$ cat src/rtl/pc_seq_pkg.sv
// Shared constants and types for the next-PC sequencer: opcodes, flag
// indices, the sequencer state encoding and the branch-condition helper.
package pc_seq_pkg;

  localparam logic [4:0] OP_BR   = 5'h10;
  localparam logic [4:0] OP_CALL = 5'h11;
  localparam logic [4:0] OP_RET  = 5'h12;
  localparam logic [4:0] OP_RETI = 5'h13;

  localparam logic [2:0] FLAG_Z = 3'd0;
  localparam logic [2:0] FLAG_O = 3'd1;
  localparam logic [2:0] FLAG_N = 3'd2;
  localparam logic [2:0] FLAG_C = 3'd3;
  localparam logic [2:0] FLAG_I = 3'd4;
  localparam logic [2:0] FLAG_A = 3'd5;

  typedef enum logic [1:0] {
    RUN      = 2'd0,
    FLUSH    = 2'd1,
    IRQ_PUSH = 2'd2,
    IRQ_VEC  = 2'd3
  } seq_state_t;

  // Flag bits 6/7 are unpopulated, so selecting them never takes the
  // branch, even when inverted. FLAG_A is tied high upstream, which makes
  // cond_sel=5 the unconditional form.
  function automatic logic cond_taken(input logic [7:0] flags,
                                      input logic [2:0] sel,
                                      input logic       neg);
    if (sel > FLAG_A) return 1'b0;
    return flags[sel] ^ neg;
  endfunction

endpackage

$ cat src/rtl/ret_stack.sv
// Hardware return stack: LIFO of return addresses with a combinational
// top-of-stack read. Pushes when full and pops when empty are ignored;
// the owner decides how to flag them.
module ret_stack #(
  parameter int PC_W        = 8,
  parameter int STACK_DEPTH = 4
) (
  input  logic            clk,
  input  logic            rst_n,
  input  logic            push,
  input  logic            pop,
  input  logic [PC_W-1:0] din,
  output logic [PC_W-1:0] dout,
  output logic            full,
  output logic            empty
);

  localparam int AW = (STACK_DEPTH > 1) ? $clog2(STACK_DEPTH) : 1;
  localparam int CW = AW + 1;

  logic [CW-1:0]   sp_q, sp_d;
  logic [PC_W-1:0] mem_q [STACK_DEPTH];
  logic [AW-1:0]   wr_idx;
  logic [AW-1:0]   rd_idx;

  assign full   = (sp_q == CW'(STACK_DEPTH));
  assign empty  = (sp_q == '0);
  assign wr_idx = sp_q[AW-1:0];
  assign rd_idx = sp_q[AW-1:0] - AW'(1);
  assign dout   = mem_q[rd_idx];

  // Stack pointer next value; push and pop are mutually exclusive upstream.
  always_comb begin
    // NOTE: assigning a default first on every path keeps this block purely
    // combinational; a missing else would otherwise infer a latch.
    sp_d = sp_q;
    if (push && !full)       sp_d = sp_q + CW'(1);
    else if (pop && !empty)  sp_d = sp_q - CW'(1);
  end

  // Stack pointer register; clearing it empties the stack on reset.
  always_ff @(posedge clk or negedge rst_n) begin
    // NOTE: sequential state uses non-blocking assignments so every flop
    // samples the pre-edge value regardless of statement order.
    if (!rst_n) sp_q <= '0;
    else        sp_q <= sp_d;
  end

  // Entry storage; only writes on an accepted push.
  always_ff @(posedge clk) begin
    // NOTE: the entry array is deliberately not reset. Contents above the
    // pointer are never read, so clearing sp_q alone discards the stack.
    if (push && !full) mem_q[wr_idx] <= din;
  end

endmodule

$ cat src/rtl/pc_sequencer.sv
// Next-PC generator: evaluates branch conditions against the flag vector,
// drives CALL/RET through the return stack and sequences interrupt entry.
// All outputs are registered; stall freezes every register in place.
module pc_sequencer
  import pc_seq_pkg::*;
#(
  parameter int              PC_W        = 8,
  parameter int              STACK_DEPTH = 4,
  parameter logic [PC_W-1:0] IRQ_VECTOR  = PC_W'(8'hF0)
) (
  input  logic            clk,
  input  logic            rst_n,
  input  logic            stall,
  input  logic [4:0]      instr_op,
  input  logic [2:0]      cond_sel,
  input  logic            cond_neg,
  input  logic [PC_W-1:0] target,
  input  logic [7:0]      flags,
  input  logic            irq,
  output logic [PC_W-1:0] pc,
  output logic            pc_valid,
  output logic            irq_ack,
  output logic            reti_pulse,
  output logic            stack_err
);

  seq_state_t      state_q, state_d;
  logic [PC_W-1:0] pc_q, pc_d;
  logic            pc_valid_q, pc_valid_d;
  logic            irq_ack_q, irq_ack_d;
  logic            reti_pulse_q, reti_pulse_d;
  logic            stack_err_q, stack_err_d;

  logic            stk_push, stk_pop;
  logic [PC_W-1:0] stk_din, stk_dout;
  logic            stk_full, stk_empty;
  logic [PC_W-1:0] pc_inc;
  logic            taken;

  assign pc_inc = pc_q + PC_W'(1);
  assign taken  = cond_taken(flags, cond_sel, cond_neg);

  ret_stack #(
    .PC_W        (PC_W),
    .STACK_DEPTH (STACK_DEPTH)
  ) u_stack (
    .clk   (clk),
    .rst_n (rst_n),
    .push  (stk_push),
    .pop   (stk_pop),
    .din   (stk_din),
    .dout  (stk_dout),
    .full  (stk_full),
    .empty (stk_empty)
  );

  // Next-state, next-pc and output decode; everything holds while stalled.
  always_comb begin
    state_d      = state_q;
    pc_d         = pc_q;
    pc_valid_d   = pc_valid_q;
    irq_ack_d    = irq_ack_q;
    reti_pulse_d = reti_pulse_q;
    stack_err_d  = stack_err_q;
    stk_push     = 1'b0;
    stk_pop      = 1'b0;
    stk_din      = pc_inc;

    if (!stall) begin
      irq_ack_d    = 1'b0;
      reti_pulse_d = 1'b0;
      unique case (state_q)
        RUN: begin
          if (irq && flags[FLAG_I]) begin
            // Discard the current instruction; its pc is pushed next cycle
            // so RETI re-executes it.
            state_d    = IRQ_PUSH;
            pc_valid_d = 1'b0;
          end else begin
            unique case (instr_op)
              OP_BR: begin
                if (taken) begin
                  pc_d       = target;
                  state_d    = FLUSH;
                  pc_valid_d = 1'b0;
                end else begin
                  pc_d = pc_inc;
                end
              end
              OP_CALL: begin
                if (taken) begin
                  stk_push   = 1'b1;
                  stk_din    = pc_inc;
                  if (stk_full) stack_err_d = 1'b1;
                  pc_d       = target;
                  state_d    = FLUSH;
                  pc_valid_d = 1'b0;
                end else begin
                  pc_d = pc_inc;
                end
              end
              OP_RET, OP_RETI: begin
                stk_pop = 1'b1;
                if (stk_empty) begin
                  pc_d        = pc_inc;
                  stack_err_d = 1'b1;
                end else begin
                  pc_d = stk_dout;
                end
                reti_pulse_d = (instr_op == OP_RETI);
                state_d      = FLUSH;
                pc_valid_d   = 1'b0;
              end
              default: pc_d = pc_inc;
            endcase
          end
        end
        FLUSH: begin
          state_d    = RUN;
          pc_valid_d = 1'b1;
        end
        IRQ_PUSH: begin
          stk_push  = 1'b1;
          stk_din   = pc_q;
          if (stk_full) stack_err_d = 1'b1;
          state_d   = IRQ_VEC;
          irq_ack_d = 1'b1;
        end
        IRQ_VEC: begin
          pc_d       = IRQ_VECTOR;
          state_d    = RUN;
          pc_valid_d = 1'b1;
        end
        default: state_d = RUN;
      endcase
    end
  end

  // Sequencer state and registered outputs.
  always_ff @(posedge clk or negedge rst_n) begin
    if (!rst_n) begin
      state_q      <= RUN;
      pc_q         <= '0;
      pc_valid_q   <= 1'b1;
      irq_ack_q    <= 1'b0;
      reti_pulse_q <= 1'b0;
      stack_err_q  <= 1'b0;
    end else begin
      state_q      <= state_d;
      pc_q         <= pc_d;
      pc_valid_q   <= pc_valid_d;
      irq_ack_q    <= irq_ack_d;
      reti_pulse_q <= reti_pulse_d;
      stack_err_q  <= stack_err_d;
    end
  end

  assign pc         = pc_q;
  assign pc_valid   = pc_valid_q;
  assign irq_ack    = irq_ack_q;
  assign reti_pulse = reti_pulse_q;
  assign stack_err  = stack_err_q;

endmodule

$ cat config.mk
export PLATFORM = sky130hd
export DESIGN_NAME = pc_sequencer
export DESIGN_NICKNAME = d
export VERILOG_FILES = /design/src/rtl/pc_seq_pkg.sv /design/src/rtl/ret_stack.sv /design/src/rtl/pc_sequencer.sv
export SDC_FILE = /design/constraint.sdc
export NUM_CORES = 1
export LEC_CHECK = 0
export CAP_MARGIN = 5
export CORE_MARGIN = 1.5
export CORE_UTILIZATION = 59
export DETAILED_ROUTE_END_ITERATION = 10
export PLACE_DENSITY = 0.81
export REMOVE_ABC_BUFFERS = 1
export SYNTH_ARGS = -nofsm -noshare
export SYNTH_HDL_FRONTEND = slang
export SYNTH_SLANG_ARGS = --single-unit
$ cat constraint.sdc
create_clock -name clk -period 3.95 [get_ports clk]
set_input_delay 0.79 -clock clk [delete_from_list [all_inputs] [get_ports clk]]
set_output_delay 0.79 -clock clk [all_outputs]
set_load 0.01 [all_outputs]
---- Word level (Yosys, flattened, before mapping) ----
Memories as Yosys holds them, arrays and structs flattened.
Cells that the tools add are included.
storage, ports and cells
  flip-flop bits (word level) ............. 17
  memory bits (writable) .................. 32
  input bits .............................. 29
  output and inout port bits .............. 12
  word-level logic and storage cells ...... 91
  memories kept ........................... 1
operators by class
  add/subtract/negate cells ............... 4
  $lt $le $gt $ge ......................... 2
  equality and inequality tests ........... 14
  muxes and demuxes ....................... 43
  bitwise operators ....................... 2
  reductions and logical operators ........ 18
memories
  name           words  bits a word  read ports  clocked after Yosys merged registers in  write ports  RTL line         text
  u_stack.mem_q  4      8            1           0                                        1            ret_stack.sv:22  logic [PC_W-1:0] mem_q [STACK_DEPTH];
operator list
  kind                                                         count
  two-way mux 8 bit                                            5
  case mux 8 bit (2 select lines)                              2
  two-way mux 1 bit                                            24
  equality test 5 bit (second input constant)                  4
  case mux 1 bit (2 select lines)                              5
  adder 8 x 1 -> 8 bit (second input constant)                 1
  nonzero test 2 bit                                           4
  two-way mux 3 bit                                            2
  case mux 2 bit (3 select lines)                              1
  AND reduction 3 bit                                          2
  AND reduction 6 bit                                          1
  OR reduction 2 bit                                           3
  equality test 2 bit (second input constant)                  2
  less-than comparator 3 x 4 -> 1 bit (second input constant)  1
  two-way mux 2 bit                                            2
  != test 4 x 3 -> 1 bit (second input constant)               1
  != test 4 bit (second input constant)                        1
  case mux 2 bit (2 select lines)                              1
  AND reduction 4 bit                                          1
  adder 3 x 1 -> 3 bit (second input constant)                 1
  binary-select mux 1 bit (select 3 bit)                       1
  equality test 3 bit (second input constant)                  1
  greater-than comparator 3 bit (second input constant)        1
  logical AND 1 bit                                            3
  other kinds (12)                                             13

---- Logic depth before layout (Yosys ltp) ----
Gate-level depths: netlist of run 1.
  word-level depth ........................ 12
  mapped depth ............................ 13

---- By module ----
From an unflattened synthesis of run 1, not the netlist that was laid out.
second synthesis, totals
  cell total of the unflattened synthesis .. 245
  area total of the unflattened synthesis .. 2,867.8 um^2
by module, submodules not included
  module        instances  cells an instance  area an instance (um^2)  sequential area each (um^2)
  ret_stack     1          75                 1,492.7                  1,036.0
  pc_sequencer  1          170                1,375.1                  351.6

---- Worst setup path after synthesis of run 1 ----
Ideal clock, no wire load.
  path type ............................... in2reg
  from .................................... input instr_op[3]
  to ...................................... register u_stack.sp_q[2]
  arrival ................................. 2,580 ps
  required time ........................... 3,821 ps
  slack ................................... 1,241 ps
  cell stages on the path ................. 10
  buffers on the path ..................... 0
  path through ............................ nor3b_4 nand2b_1 or3_1 o21ai_2 xnor2_1 ha_1 nor2b_1 nor2b_1 a31oi_1 nand3_1
between the ends
  word-level cells in the longest chain between the ends .. 8
  elaborated cells on any way between the ends .. 16
  classes of those cells .................. eq/ne (3); mux (9); reduce/logical (4)
RTL lines
  element                              RTL line            text
  start, declared                      pc_sequencer.sv:14  input logic [4:0] instr_op,
  equality test 5 bit                  pc_sequencer.sv:80  unique case (instr_op)
  OR reduction 2 bit                   pc_sequencer.sv:80
  two-way mux 1 bit                    pc_sequencer.sv:80
  two-way mux 1 bit                    pc_sequencer.sv:74  if (irq && flags[FLAG_I]) begin
  two-way mux 1 bit                    pc_sequencer.sv:72  unique case (state_q)
  two-way mux 1 bit                    pc_sequencer.sv:69  if (!stall) begin
  logical AND 1 bit                    ret_stack.sv:38     else if (pop && !empty) sp_d = sp_q - CW'(1);
  nonzero test 2 bit (no source line)  -
  end signal, assigned                 ret_stack.sv:46     else sp_q <= sp_d;
  end, declared                        ret_stack.sv:21     logic [CW-1:0] sp_q, sp_d;
Parallel ways exist; a longest one is shown, timed or not.
A chain may end at the register's enable or synchronous reset.

---- Worst setup path after layout of run 1 ----
  from .................................... input cond_sel[0]
  to ...................................... register u_stack.sp_q[2]
between the ends
  word-level cells in the longest chain between the ends .. 11
  elaborated cells on any way between the ends .. 14
  classes of those cells .................. order compare (1); mux (10); bitwise (1); reduce/logical (2)
RTL lines
  element                                                  RTL line            text
  start, declared                                          pc_sequencer.sv:15  input logic [2:0] cond_sel,
  binary-select mux 1 bit (select 3 bit)                   pc_seq_pkg.sv:31    return flags[sel] ^ neg;
  two-way mux 1 bit (not written as such)                  pc_seq_pkg.sv:31
  XOR 1 bit                                                pc_seq_pkg.sv:31
  two-way mux 1 bit (*)                                    pc_seq_pkg.sv:31
  two-way mux 1 bit (*)                                    pc_sequencer.sv:91  if (taken) begin
  two-way mux 1 bit (*)                                    pc_sequencer.sv:80
  two-way mux 1 bit (*)                                    pc_sequencer.sv:74
  case mux 1 bit (2 select lines) (*)                      pc_sequencer.sv:72
  two-way mux 1 bit (*)                                    pc_sequencer.sv:69
  logical AND 1 bit (*)                                    ret_stack.sv:37     if (push && !full) sp_d = sp_q + CW'(1);
  two-way mux 3 bit or nonzero test 2 bit (tied branches)  -
Mark *: on every way between the ends. The rest lies on a longest branch, timed or not. The select of a mux whose other input is x is not followed.

==> impl_metrics.tcl, run 1 <==
set metrics [dict create \
    yosysWarningCount 0 \
    fp-row-count 25 \
    crit_type "in2reg" \
    fin_nets 320 \
    grtUsageMet1_pct 34.9 \
    p_leak_uw 0.00123 \
    cts_hold_buf 0 \
    placed_cells_incl_taps 345 \
    fillers 345 \
    yosysSeqAreaShare_pct 47.9 \
    synthDistinctLibCells 60 \
    dieArea_sq_um 5340 \
    cts_tree "built" \
    routed_wl_um 6560 \
    grt_pass1_wl_um 10500 \
    max_cap_viol_count 0 \
    syn_inst 247 \
    fin_cells 353 \
    async_reset_ff_share_pct 34.7 \
    syn_area_sq_um 2900 \
    drive_gt1_share_pct 12.6 \
    start_util_pct 61.3 \
    yosysTopAreaCellShare_pct 33.2 \
    synth-edff-count 32 \
    setup-violations-final 0 \
    whs_ns 0.488 \
    critPathCaptureType "flip-flop" \
    cts_resized 0 \
    first_pass_iters 4 \
    hp-class "reg2reg" \
    grt_usage_pct 26.3 \
    ctsRootBufferMaster "clkbuf_8" \
    dieWidth_um 73.1 \
    place_area_sq_um 3340 \
    ys_top_cells_by_area "edfxtp_1 (33%), dfrtp_1 (14%), mux4_2 (6.2%)" \
    cp_data_arrival_time_ns 3.37 \
    finalCritPeriodShare_pct 80.4 \
    fmax_ghz 0.315 \
    postLayoutCellArea_sq_um 3450 \
    ys_ff_latch 49 \
    required_ns 4.14 \
    busiest_layer "met2" \
    final_common_cell "clkdlybuf4s50_1" \
    tns_ns 0 \
    grtUsageMet3_pct 5.80 \
    core_area_sq_um 4720 \
    grt_remaining_overflow 0 \
    antenna_found_initial 0 \
    status "completed" \
    antenna_left 0 \
    synth_area_per_cell_sq_um 11.7 \
    power.density_nw_per_um2 613 \
    via_per_inst 6.15 \
    fin_crit_ns 3.18 \
    yosys.area.top_type "edfxtp_1" \
    clk_latency_ns 0.31 \
    vias 2170 \
    initialDrtViolationCount 215 \
    worstMarginPinSlew_ns 0.843 \
    clock_skew_ns 0.0134 \
    cp_max_fo 13 \
    post_cts_buffers 0 \
    ff_latch_area_sq_um 1390 \
    die_y_um 73.1 \
    slew_viol_final 0 \
    diodes 0 \
    numCtsBuffers 5 \
    worstSetupStartpointType "input pin" \
    drc 0 \
    clk_pin_slew_ns 0.09 \
    slew_headroom_pct 43.6 \
    syn2layout_area_growth_pct 19.0 \
    grt_pass1_vias 2143 \
    ir_drop_v 0.000540 \
    synth_flop_cell "edfxtp_1" \
    final_cell_mix "clkdlybuf4s50_1 (38), edfxtp_1 (32), nand2_1 (21)" \
    port_buffers 38 \
    multi_input_area_sq_um 1430 \
    post_drt_wl_per_cell_um 18.6 \
    h-tree-depth 2 \
    rsz0062_at_grt "no" \
    hold_viol_final 0 \
    cts.sinks 49 \
    clockBufferDepth 2 \
    met2_usage_pct 43.7 \
    hpwlAfterDp_um 4710 \
    grt_max_degree 18 \
    place_congestion 0.874 \
    pin_count 41 \
]
-- per-layer routing --
| metal | part of all wire [%] | up-vias |
|---|---|---|
| li1 | - | 1011 |
| met5 | 0 | - |
| met2 | 48 | 88 |
| met3 | 6.7 | 11 |
| met1 | 44 | 1060 |
| met4 | 1.3 | 0 |
-- final timing paths --
path,from,to,slack [ns],cells after the start
worst max-delay path,cond_sel[0],u_stack.sp_q[2],0.77,11
worst min-delay path,stack_err,stack_err,0.49,1
worst max register to register,state_q[1],u_stack.sp_q[2],1.23,10
worst min register to register,stack_err,stack_err,0.49,1
max in group asynchronous,rst_n,u_stack.sp_q[1],2.47,1
min in group asynchronous,rst_n,pc[1],0.96,1
-- cell families after synthesis --
kind of cell	Yosys count	share of synthesized area, %
AOI/OAI and AO/OA	59	16.3
DFF	49	47.9
and+or+nand+nor	82	15.0
muxes	19	10.9
buffers and inverters	17	2.68
adders and majority gates	6	2.59
xor gates and xnor gates	15	4.54
-- where the power goes --
group / total [uW] / internal (uW) / switching (uW)
logic: 901 / 434 / 467
clock network: 360 / 190 / 171
registers: 852 / 709 / 143
-- worst max-delay path, cell delays in order --
cell and delay [ns]:
clkdlybuf4s50_1 0.55, mux2i_1 0.33, mux2i_4 0.33, o311a_4 0.35, o21ai_2 0.13, xnor2_1 0.15
ha_1 0.22, nor2b_1 0.15, nor2b_1 0.13, a31oi_1 0.14, nand3_1 0.09
-- metrics by stage --
stage | power [uW] | setup slack [ns] | util (%)
floorplan | 1420 | 1.22 | -
global placement | 1720 | 0.479 | 70.6
detailed placement | 1750 | 0.432 | 70.6
CTS | 2120 | 0.756 | 73.0
global route | 2240 | 0.561 | 73.0
finish | 2110 | 0.773 | 73.0
-- cell type report --
cell class                      count  share of cell area (%)
Clock buffer                        5                    2.00
Clock inverter                      3                    1.27
Inverter                            6                   0.653
Multi-Input combinational cell    181                    41.5
Sequential cell                    49                    40.2
Tap cell                           67                    2.43
Timing Repair Buffer               42                    11.9
-- cell usage after synthesis (3+ instances only) --
cell      count
edfxtp_1     32
mux2i_1       8
nor2b_1       4
or3_1         3
dfrtp_1      16
ha_1          6
o21ai_0      11
a21oi_1      12
nand2b_1      5
nor2_1       13
nand3_1      12
xor2_1        5
nand2_1      21
mux4_2        8
nor3_1        3
inv_1         6
clkbuf_1      7
and3_1        5
and2_1        8
xnor2_1      10
-- sequential cells by signal (all words and copies together) (netlist names) --
register and count:
irq_ack 1, state_q 2, pc_valid 1, pc 8
reti_pulse 1, stack_err 1, u_stack.sp_q 3, u_stack.mem_q 32
Power figures use the tool's default switching activity.
==> run 2: changes to the inputs <==
--- a/config.mk
+++ b/config.mk
@@ -7,9 +7,9 @@
 export LEC_CHECK = 0
 export CAP_MARGIN = 5
 export CORE_MARGIN = 1.5
-export CORE_UTILIZATION = 59
+export CORE_UTILIZATION = 55
 export DETAILED_ROUTE_END_ITERATION = 10
-export PLACE_DENSITY = 0.81
+export PLACE_DENSITY = 0.76
 export REMOVE_ABC_BUFFERS = 1
 export SYNTH_ARGS = -nofsm -noshare
 export SYNTH_HDL_FRONTEND = slang
==> constraint.sdc (replaced) <==
create_clock -name clk -period 3 [get_ports clk]
set_input_delay 0.6 -clock clk [delete_from_list [all_inputs] [get_ports clk]]
set_output_delay 0.6 -clock clk [all_outputs]
set_load 0.01 [all_outputs]
==> run 2 against run 1 <==
Compared with the run above:
- worst hold slack worse by 0.0050 ns
- sequential cell count stayed put
- via count up 5.4%
- global-route usage decreased by 0.25 points
- utilization fell by 1.5 points
- combinational power is 44% higher
- non-clock buffer count increased by 23
- clock power increased by 6.7%
- die area is 7.0% higher
- cell area rose by 5.8%
- first-iteration DRC count decreased by 23%
==> impl_metrics.tcl, run 2 (synthesis results as in run 1) <==
set metrics [dict create \
    via_per_inst 6.03 \
    start_util_pct 56.7 \
    grt_remaining_overflow 0 \
    fmax_ghz 0.372 \
    hpwlAfterDp_um 5040 \
    timing.rr.start "u_stack.sp_q[1]" \
    cts_tree "built" \
    post_drt_wl_per_cell_um 17.8 \
    clockBufferDepth 2 \
    pre_cts_slack_ns -0.0428 \
    ctsRootBufferMaster "clkbuf_8" \
    diodes 0 \
    grt_pass1_wl_um 10700 \
    setup-violations-final 0 \
    syn2layout_area_growth_pct 26.0 \
    rsz0062_at_grt "no" \
    finalCritPeriodShare_pct 89.7 \
    dieArea_sq_um 5710 \
    reg2regPathDepth 12 \
    grt_pass1_vias 2238 \
    grt_usage_pct 26.0 \
    crit_type "in2reg" \
    routed_wl_um 6750 \
    slew_viol_final 0 \
    final_common_cell "clkdlybuf4s50_1" \
    r2r_slack_ns 0.51 \
    fin_nets 343 \
    vias 2287 \
    core_area_sq_um 5110 \
    cts.sinks 49 \
    cp_max_fo 3 \
    place_area_sq_um 3560 \
    ir_drop_v 0.000448 \
    final_cell_mix "clkdlybuf4s50_1 (38), edfxtp_1 (32), buf_4 (23)" \
    largest_reg_flops 32 \
    slew_headroom_pct 42.8 \
    antenna_found_initial 0 \
    cts_resized 0 \
    hold_path_end "stack_err" \
    setup_ws_ns 0.310 \
    status "completed" \
    drc 0 \
    antenna_left 0 \
    hp-class "reg2reg" \
    first_pass_iters 5 \
    port_buffers 38 \
    max_cap_viol_count 0 \
    dieWidth_um 75.6 \
    clock_skew_ns 0.00609 \
    clk_latency_ns 0.30 \
    clk_pin_slew_ns 0.09 \
    cts_hold_buf 0 \
    drive_gt1_share_pct 18.8 \
    numCtsBuffers 5 \
    hp-start "stack_err" \
    die_y_um 75.6 \
    fin_crit_ns 2.69 \
    initialDrtViolationCount 165 \
    grt_max_degree 18 \
    hold_depth 1 \
    postLayoutCoreUtil_pct 71.5 \
    h-tree-depth 2 \
    worstReg2RegEnd "u_stack.sp_q[2]" \
    post_cts_buffers 0 \
    fp-row-count 26 \
    critPathCaptureType "flip-flop" \
    place_congestion 0.866 \
    pin_count 41 \
    postLayoutCellArea_sq_um 3650 \
    top_register "u_stack.mem_q" \
    worstMarginPinSlew_ns 0.856 \
    hold_viol_final 0 \
    cp_data_arrival_time_ns 2.88 \
    p_leak_uw 0.00133 \
    required_ns 3.19 \
    worstSetupStartpointType "input pin" \
    power.density_nw_per_um2 762 \
]
run 2: cell types whose count changed in the layout (fill, tap and decap cells not counted):
cell | before | now
clkinvlp_4 | 0 | 2
buf_4 | 4 | 23
clkbuf_1 | 0 | 1
buf_12 | 0 | 4
clkinv_2 | 1 | 0
bufinv_16 | 1 | 0
inv_6 | 1 | 0
run 2: layout make-up:
cell class | instances | area (sq um)
Sequential cell | 49 | 1390
Timing Repair Buffer | 65 | 633
Tap cell | 70 | 87.6
Fill cell | 363 | 1460
Inverter | 6 | 22.5
Multi-Input combinational cell | 181 | 1430
Clock inverter | 2 | 15.0
Clock buffer | 6 | 72.6
run 2: per-layer routing:
metal / vias up / part of all wire (%) / GRT usage [%]
met4: 0 / 1.5 / 8.53
met1: 1112 / 42 / 32.7
met2: 102 / 50 / 45.2
li1: 1059 / - / -
met3: 14 / 6.4 / 5.29
met5: - / 0 / 0
run 2: through the flow:
stage | power, uW | hold WS [ns] | std cells | TNS (ns)
after floorplan | 1880 | 0.304 | 236 | 0
after global placement | 2370 | 0.464 | 371 | 0
after detailed placement | 2400 | 0.464 | 371 | -0.0428
after CTS | 2790 | 0.485 | 379 | 0
after global routing | 2970 | 0.529 | 379 | 0
final | 2780 | 0.482 | 379 | 0
run 2: critical path, stage by stage:
cell,delay (ns)
clkdlybuf4s50_1,0.53
mux2i_1,0.33
mux2i_4,0.29
o311a_4,0.21
o21ai_2,0.07
xnor2_1,0.14
ha_1,0.20
nor2b_1,0.14
nor2b_1,0.13
a31oi_1,0.15
nand3_1,0.09
run 2: worst max path at each step:
stage	slack (ns)	to	start	cells after the start
after floorplan	0.30	u_stack.sp_q[2]	u_stack.sp_q[0]	12
after global placement	0.01	u_stack.sp_q[2]	cond_sel[0]	11
after detailed placement	-0.04	u_stack.sp_q[2]	cond_sel[0]	11
after CTS	0.29	u_stack.sp_q[2]	cond_sel[0]	11
after global routing	0.11	u_stack.sp_q[2]	cond_sel[0]	12
final	0.31	u_stack.sp_q[2]	cond_sel[0]	11
run 2: report_power, final:
part	total [uW]	leakage [uW]	internal, uW	switching, uW
combinational	1300	0.000810	652	646
clock	384	0.0000374	164	219
sequential	1100	0.000482	933	166
==> run 3: changes to the inputs <==
--- a/config.mk
+++ b/config.mk
@@ -6,7 +6,6 @@
 export NUM_CORES = 1
 export LEC_CHECK = 0
 export CAP_MARGIN = 5
-export CORE_MARGIN = 1.5
 export CORE_UTILIZATION = 55
 export DETAILED_ROUTE_END_ITERATION = 10
 export PLACE_DENSITY = 0.76
==> run 3 against run 2 <==
Compared with the run above:
- largest power group unchanged
- clock skew up 0.012 ns
- global-route usage increased by 1.0 points
- critical path depth increased by 1
- highest routed layer unchanged
- worst hold slack improved by 0.022 ns
- count of clock-buffer cells in the layout down 1
==> impl_metrics.tcl, run 3 (synthesis results as in run 1) <==
set metrics [dict create \
    status "completed" \
    diodes 0 \
    fin_nets 342 \
    die_y_um 74.6 \
    fin_crit_ns 2.75 \
    power_uw 2810 \
    p_sw_uw 1050 \
    grtUsageMet1_pct 37.6 \
    hold_viol_final 0 \
    setup_ws_ns 0.253 \
    grt_remaining_overflow 0 \
    place_congestion 0.834 \
    path_buf_inv 2 \
    clockBufferDepth 2 \
    post_drt_wl_per_cell_um 17.6 \
    drive_gt1_share_pct 18.8 \
    power.density_nw_per_um2 769 \
    setup-violations-final 0 \
    crit_chain "clkdlybuf4s50_1 > buf_4 > mux2i_1 > xor2_1 > o311a_4 > o21ai_2 > xnor2_1 > ha_1 > nor2b_1 > nor2b_1 > a31oi_1 > nand3_1" \
    timing.rr.start "u_stack.sp_q[1]" \
    crit_type "in2reg" \
    core_area_sq_um 5070 \
    cts_tree "built" \
    antenna_found_initial 0 \
    drc 0 \
    seqPwrFrac_pct 39.1 \
    critPathCaptureType "flip-flop" \
    start_util_pct 57.1 \
    antenna_left 0 \
    syn2layout_area_growth_pct 26.0 \
    final_common_cell "clkdlybuf4s50_1" \
    port_buffers 38 \
    via_per_inst 5.88 \
    clk_pin_slew_ns 0.10 \
    grt_usage_pct 27.1 \
    cts_resized 0 \
    worstMarginPinSlew_ns 0.868 \
    hp-start "stack_err" \
    crit_start "cond_sel[0]" \
    busiest_layer "met2" \
    fin_cells 378 \
    postLayoutCoreUtil_pct 71.9 \
    initialDrtViolationCount 175 \
    fillers 375 \
    cpPeakStageDelay_ns 0.54 \
    whs_ns 0.504 \
    placed_cells_incl_taps 370 \
    fp-row-count 26 \
    cp_max_fo 3 \
    cp_data_arrival_time_ns 2.94 \
    sw_frac_of_total_pct 37.5 \
    numCtsBuffers 5 \
    grt_pass1_vias 2245 \
    vias 2223 \
    pwr-share-comb_pct 45.9 \
    top_register "u_stack.mem_q" \
    final_cell_mix "clkdlybuf4s50_1 (38), edfxtp_1 (32), buf_4 (22)" \
    p_leak_uw 0.00134 \
    h-tree-depth 2 \
    clock_power_share_pct 15.0 \
    clock_skew_ns 0.0179 \
    cts_hold_buf 0 \
    pre_cts_slack_ns -0.0684 \
    first_pass_iters 4 \
    crit_family "buffers and inverters" \
    grtUsageMet3_pct 3.39 \
    dieWidth_um 74.6 \
    ir_drop_v 0.000550 \
    grt_pass1_wl_um 10900 \
    cts.sinks 49 \
    hp-class "reg2reg" \
    post_cts_buffers 0 \
    finalCritPeriodShare_pct 91.6 \
    clk_latency_ns 0.31 \
    routed_wl_um 6660 \
    ctsRootBufferMaster "clkbuf_8" \
    slew_headroom_pct 42.0 \
    met2_usage_pct 43.7 \
    crit_path_frequent_cell "nor2b_1" \
    intPower_uw 1760 \
    grt_max_degree 19 \
    largest_reg_flops 32 \
    required_ns 3.19 \
    worstSetupStartpointType "input pin" \
    crit_path_top_delay_cell "clkdlybuf4s50_1" \
    max_cap_viol_count 0 \
    slew_viol_final 0 \
    hpwlAfterDp_um 4910 \
    rsz0062_at_grt "no" \
    dieArea_sq_um 5560 \
    fmax_ghz 0.364 \
    pin_count 41 \
]
## run 3: cell count changes in the layout (fill, tap and decap cells not counted), sizes merged
cell	change
buf	-1
clkbuf	-1
clkinvlp	-2
inv	+3
## run 3: worst register-to-register path: cells and delay by family, from the launching register on
family          cells  cell delay (ns)
fa+ha+maj           2             0.43
flops               1             0.46
xor+xnor            1             0.09
buf+inv             1             0.09
simple gates        6             0.97
compound gates      2             0.32
## run 3: metal layers
layer	part of all wire (%)	up-vias
met1	43	1057
met3	6.3	10
li1	-	1060
met5	0	-
met4	1.4	0
met2	49	96
## run 3: final cells by class
cell class	instances	area (sq um)	area share, %
Timing Repair Buffer	64	626	17.1
Multi-Input combinational cell	181	1430	39.2
Tap cell	70	87.6	2.40
Clock inverter	3	26.3	0.720
Clock buffer	5	68.8	1.89
Sequential cell	49	1390	38.0
Inverter	6	22.5	0.617
## run 3: power by group through the flow
stage          logic [uW]  clock network (uW)  registers [uW]
4_1_cts              1300                 431            1090
6_report             1290                 422            1100
3_3_place_gp         1260                   0            1100
3_5_place_dp         1290                   0            1110
5_1_grt              1420                 455            1120
2_1_floorplan         739                   0            1140
## run 3: per-stage QoR
stage / cell area, sq um / setup TNS (ns)
after global routing: 3650 / 0
after global placement: 3550 / -0.0230
after detailed placement: 3550 / -0.0684
after floorplan: 2840 / 0
after CTS: 3650 / 0
final: 3650 / 0
## run 3: worst paths after layout
check | endpoint | slack, ns | depth (start not counted)
worst max register to register | u_stack.sp_q[2] | 0.53 | 12
max in group asynchronous | pc[5] | 1.69 | 1
min in group asynchronous | state_q[1] | 0.77 | 1
worst min register to register | stack_err | 0.50 | 1
worst min-delay path | stack_err | 0.50 | 1
worst max-delay path | u_stack.sp_q[2] | 0.25 | 12
